File: src/rtl/beam_metadata_builder.sv
// Encodes a 48-bit beam trigger vector into an 8-bit region byte captured on trig_i.
// One-cycle latency (trig_o/meta_o follow trig_i by one clock); no backpressure.
module beam_metadata_builder (
  input  logic        clk_i,
  input  logic        aresetn_i,
  input  logic        trig_i,
  input  logic [47:0] beam_i,
  output logic [7:0]  meta_o,
  output logic        trig_o
);

  // Beams on a 7-wide grid; the upper nibble selects one of four
  // row/column quadrants: sel 3=CL/RA, 2=CH/RA, 1=CL/RB, 0=CH/RB.
  function automatic logic [47:0] quad_mask(input int sel);
    logic [47:0] m;
    int          row;
    int          col;
    int          grp;
    m = '0;
    for (int b = 0; b < 48; b++) begin
      row = b / 7;
      col = b % 7;
      grp = 0;
      if (row == 0 || row == 1 || row == 2 || row == 5) grp += 2;
      if (col < 3) grp += 1;
      m[b] = (grp == sel);
    end
    return m;
  endfunction

  function automatic logic [47:0] mod4_mask(input int k);
    logic [47:0] m;
    m = '0;
    for (int b = 0; b < 48; b++) m[b] = ((b % 4) == k);
    return m;
  endfunction

  localparam logic [47:0] MASK_B7 = quad_mask(3);
  localparam logic [47:0] MASK_B6 = quad_mask(2);
  localparam logic [47:0] MASK_B5 = quad_mask(1);
  localparam logic [47:0] MASK_B4 = quad_mask(0);
  localparam logic [47:0] MASK_B3 = mod4_mask(3);
  localparam logic [47:0] MASK_B2 = mod4_mask(2);
  localparam logic [47:0] MASK_B1 = mod4_mask(1);
  localparam logic [47:0] MASK_B0 = mod4_mask(0);

  logic [7:0] meta_nxt;

  always_comb begin
    meta_nxt    = '0;
    meta_nxt[7] = |(beam_i & MASK_B7);
    meta_nxt[6] = |(beam_i & MASK_B6);
    meta_nxt[5] = |(beam_i & MASK_B5);
    meta_nxt[4] = |(beam_i & MASK_B4);
    meta_nxt[3] = |(beam_i & MASK_B3);
    meta_nxt[2] = |(beam_i & MASK_B2);
    meta_nxt[1] = |(beam_i & MASK_B1);
    meta_nxt[0] = |(beam_i & MASK_B0);
  end

  always_ff @(posedge clk_i or negedge aresetn_i) begin
    if (!aresetn_i) begin
      meta_o <= '0;
      trig_o <= 1'b0;
    end else begin
      trig_o <= trig_i;
      if (trig_i) meta_o <= meta_nxt;
    end
  end

endmodule

File: config.mk
export PLATFORM = sky130hd
export DESIGN_NAME = beam_metadata_builder
export DESIGN_NICKNAME = d
export VERILOG_FILES = /design/src/rtl/beam_metadata_builder.sv
export SDC_FILE = /design/constraint.sdc
export NUM_CORES = 1
export LEC_CHECK = 0
export ABC_AREA = 1
export BUFFER_PORTS_ARGS = -buffer_cell sky130_fd_sc_hd__buf_2
export CAP_MARGIN = 20
export CELL_PAD_IN_SITES_DETAIL_PLACEMENT = 1
export CELL_PAD_IN_SITES_GLOBAL_PLACEMENT = 1
export CORE_ASPECT_RATIO = 1.4
export CORE_MARGIN = 4
export CORE_UTILIZATION = 19
export CTS_CLUSTER_DIAMETER = 30
export DETAILED_ROUTE_END_ITERATION = 16
export PLACE_DENSITY = 0.84
export SYNTH_ARGS = -nofsm -noshare
export SYNTH_HDL_FRONTEND = slang
export SYNTH_SLANG_ARGS = --single-unit
File: constraint.sdc
create_clock -name clk_i -period 0.8 [get_ports clk_i]
set_input_delay 0.16 -clock clk_i [delete_from_list [all_inputs] [get_ports clk_i]]
set_output_delay 0.16 -clock clk_i [all_outputs]
set_load 0.03 [all_outputs]
==> run_results.csv <==
group,metric,value,unit
status,run_status,"finished with violations",
status,failed_checks,"setup timing",
yosys,yosysMostFrequentCell,"nor2_1",
cells_and_area,final.fill_count,462,
yosys,syn_nets,163,
timing,fin_crit_sh,1.17,
global_routing,antenna_found_initial,0,
clocking,cts_tree,"done",
yosys,async_flop_share,1.00,
timing,skew,0,ps
floorplan,fp.dieW,57.2,um
placement,postPlaceCellArea,0.00100,mm2
yosys,synth_cells,112,
power,ir_worst_vdd,0.000544,V
clocking,cts.clk_slew.worst_paths,50,ps
timing,fin_crit,936,ps
worst_setup_path,cp-start-kind,"register",
placement,hpwlAfterDp,2410,um
clocking,clockBufferDepth,2,
power,powerDensity,1140,mW/mm2
yosys,ys_seq_area_frac,0.350,
timing,drv_slew,0,
floorplan,io_pins,60,
timing,rsz0062_at_grt,"yes",
worst_setup_path,crit_family,"flip-flops",
global_routing,grt_usage,0.123,
floorplan,start_util,0.202,
clocking,cts.sinks,9,
routing,met2_wirelength,1530,um
global_routing,overflow,0,
global_routing,grt_pass1_wl,4280,um
timing,fmax,1070,MHz
timing,slew_headroom,0.853,
routing,drc,0,
worst_setup_path,critical_path_buf_inv_count,1,
worst_setup_path,path_cells,"buf_6",
routing,route.met3.wl,155,um
global_routing,grt_pass1_vias,1030,
placement,numPortBuffers,59,
clocking,cts_buffers,3,
yosys,yosysWarnings,0,
clocking,clock_latency,230,ps
floorplan,die_h,76.8,um
routing,ant_nets,0,
power,power.internal,0.961,mW
timing,worstMarginPinSlew,221,ps
worst_setup_path,required,640,ps
routing,wire_per_inst,12.2,um
job,timing.max_cap.violations,0,
worst_hold_path,min_path_type,"primary input to register",
routing,drtIter0Drc,16,
routing,vias,926,
routing,wl,2660,um
cells_and_area,n_antenna_cell,0,
yosys,ys_types,11,
routing,top_layer_used,"met4",
cells_and_area,area_delta_synth_final,76.5,%
yosys,synthFlopType,"dfrtp_1",
yosys,ys_seq_elements,9,
power,seq_power_share,0.363,
yosys,syn-cell-area,643,um2
timing,fin_hold_ws,142,ps
placement,routabilityCongestion,0.808,
routing,post_drt_via_cell_ratio,4.25,
yosys,synth_area_leader_cell,"dfrtp_1",
routing,drtPass1Iterations,3,
yosys,synthTopCellsByArea,"dfrtp_1 35%, nor2_1 34%, nand2_1 15%",
global_routing,grt_max_degree,10,
floorplan,coreArea,0.00318,mm2
power,clkPwrFrac,0.399,
worst_setup_path,endpoint_kind,"primary output",
timing,fin_ws,-136,ps
worst_setup_path,slowest_stage,"dfrtp_1",
worst_setup_path,max_stage_delay,400,ps
yosys,synth-edff-count,0,
timing,setup_tns,-1040,ps
power,switching_share,0.254,
worst_setup_path,worstPathArrival,780,ps
routing,drt-met1-wl,927,um
cells_and_area,fin_nets,231,
floorplan,die_area,0.00439,mm2
worst_setup_path,cp_max_fo,2,
power,p_comb_frac,0.238,
power,p_leak,0.551,nW
timing,setup-violations-final,9,
worst_setup_path,crit_type,"register to primary output",
yosys,synth_top_area_share,0.350,
power,power_switching,0.327,mW
cells_and_area,drive_gt1_frac,0.391,
clocking,cts_root_buffer,"clkbuf_8",
floorplan,row_count,24,
cells_and_area,fin_area,0.00113,mm2
yosys,synth_commonest_cells,"59 x nor2_1, 25 x nand2_1, 9 x dfrtp_1, 7 x a21oi_1, 5 x inv_1",
timing,final_hold_viol_count,0,
clocking,htreeDepth,1,
yosys,syn_area_per_cell,5.74,um2
-- layer usage --
layer  vias to the layer above  GRT usage
li1                        474          -
met1                       413      0.128
met2                        35      0.239
met3                         4     0.0151
met4                         0     0.0510
met5                         -          0
-- cell families (layout without fill, tap and decap cells) --
group / after synthesis / count (layout) / share of synthesized area
AO/OA/AOI/OAI: 7 / 7 / 0.0545
AND/OR/NAND/NOR: 90 / 90 / 0.549
flip-flops: 9 / 9 / 0.350
buffers and inverters: 6 / 73 / 0.0467
-- flip-flops by register name, summed over array words and instances, names as in the netlist --
signal	cells
trig_o	1
meta_o	8
-- layout by cell type (no fill, tap or decap) --
| cell | netlist | routed |
|---|---|---|
| inv_1 | 5 | 5 |
| nand2_2 | 1 | 1 |
| buf_4 | 0 | 3 |
| nor2_1 | 59 | 57 |
| buf_6 | 1 | 9 |
| clkbuf_1 | 0 | 1 |
| nor2_2 | 0 | 2 |
| buf_2 | 0 | 50 |
| nand3_1 | 2 | 2 |
| nor3_2 | 1 | 1 |
| clkbuf_8 | 0 | 3 |
| a21oi_1 | 7 | 7 |
| or2_1 | 1 | 1 |
| buf_12 | 0 | 1 |
| nor3_1 | 1 | 1 |
| nand2_1 | 25 | 25 |
| dfrtp_1 | 9 | 9 |
| dlygate4sd3_1 | 0 | 1 |
-- through the flow --
stage	util	cells	power [mW]	setup slack (ps)
after CTS	0.353	217	1.31	-155
after global placement	0.315	211	0.763	-35.6
after detailed placement	0.315	211	0.770	-52.5
after global routing	0.357	218	1.38	-157
after floorplan	-	112	0.574	38.3
final	0.357	218	1.29	-136
-- what timing repair did --
item / CTS / global route
endpoints found under the setup margin: 9 / 10
hold endpoints to repair: 9 / 0
setup buffers: 1 / 1
pin swaps: 0 / 0
gates resized for setup: 18 / 2
hold buffers: 1 / 0
gates cloned: 0 / 0
-- final timing paths --
| path | startpoint | to | slack (ps) | cells after the start |
|---|---|---|---|---|
| setup / recovery | meta_o[7] | meta_o[7] | -140 | 1 |
| setup reg to reg | meta_o[7] | meta_o[7] | 20 | 3 |
| max in group asynchronous | aresetn_i | meta_o[1] | 280 | 2 |
| min in group asynchronous | aresetn_i | trig_o | 330 | 2 |
| hold reg to reg | meta_o[1] | meta_o[1] | 540 | 2 |
| hold / removal | trig_i | trig_o | 140 | 1 |
-- power groups by stage --
stage	registers [mW]	clock network (mW)	logic [mW]
finish	0.468	0.514	0.306
global route	0.468	0.565	0.347
CTS	0.468	0.532	0.310
detailed placement	0.473	0	0.297
global placement	0.473	0	0.290
floorplan	0.485	0	0.0888
-- cell type report --
class | count | area, um2 | area share
timing repair buffer | 64 | 404 | 0.356
inverter | 5 | 18.8 | 0.0165
tap | 39 | 48.8 | 0.0430
sequential | 9 | 225 | 0.198
multi-input combinational | 97 | 393 | 0.346
clock buffer | 4 | 45.0 | 0.0397
No activity file was read; power rests on OpenSTA's default activity.
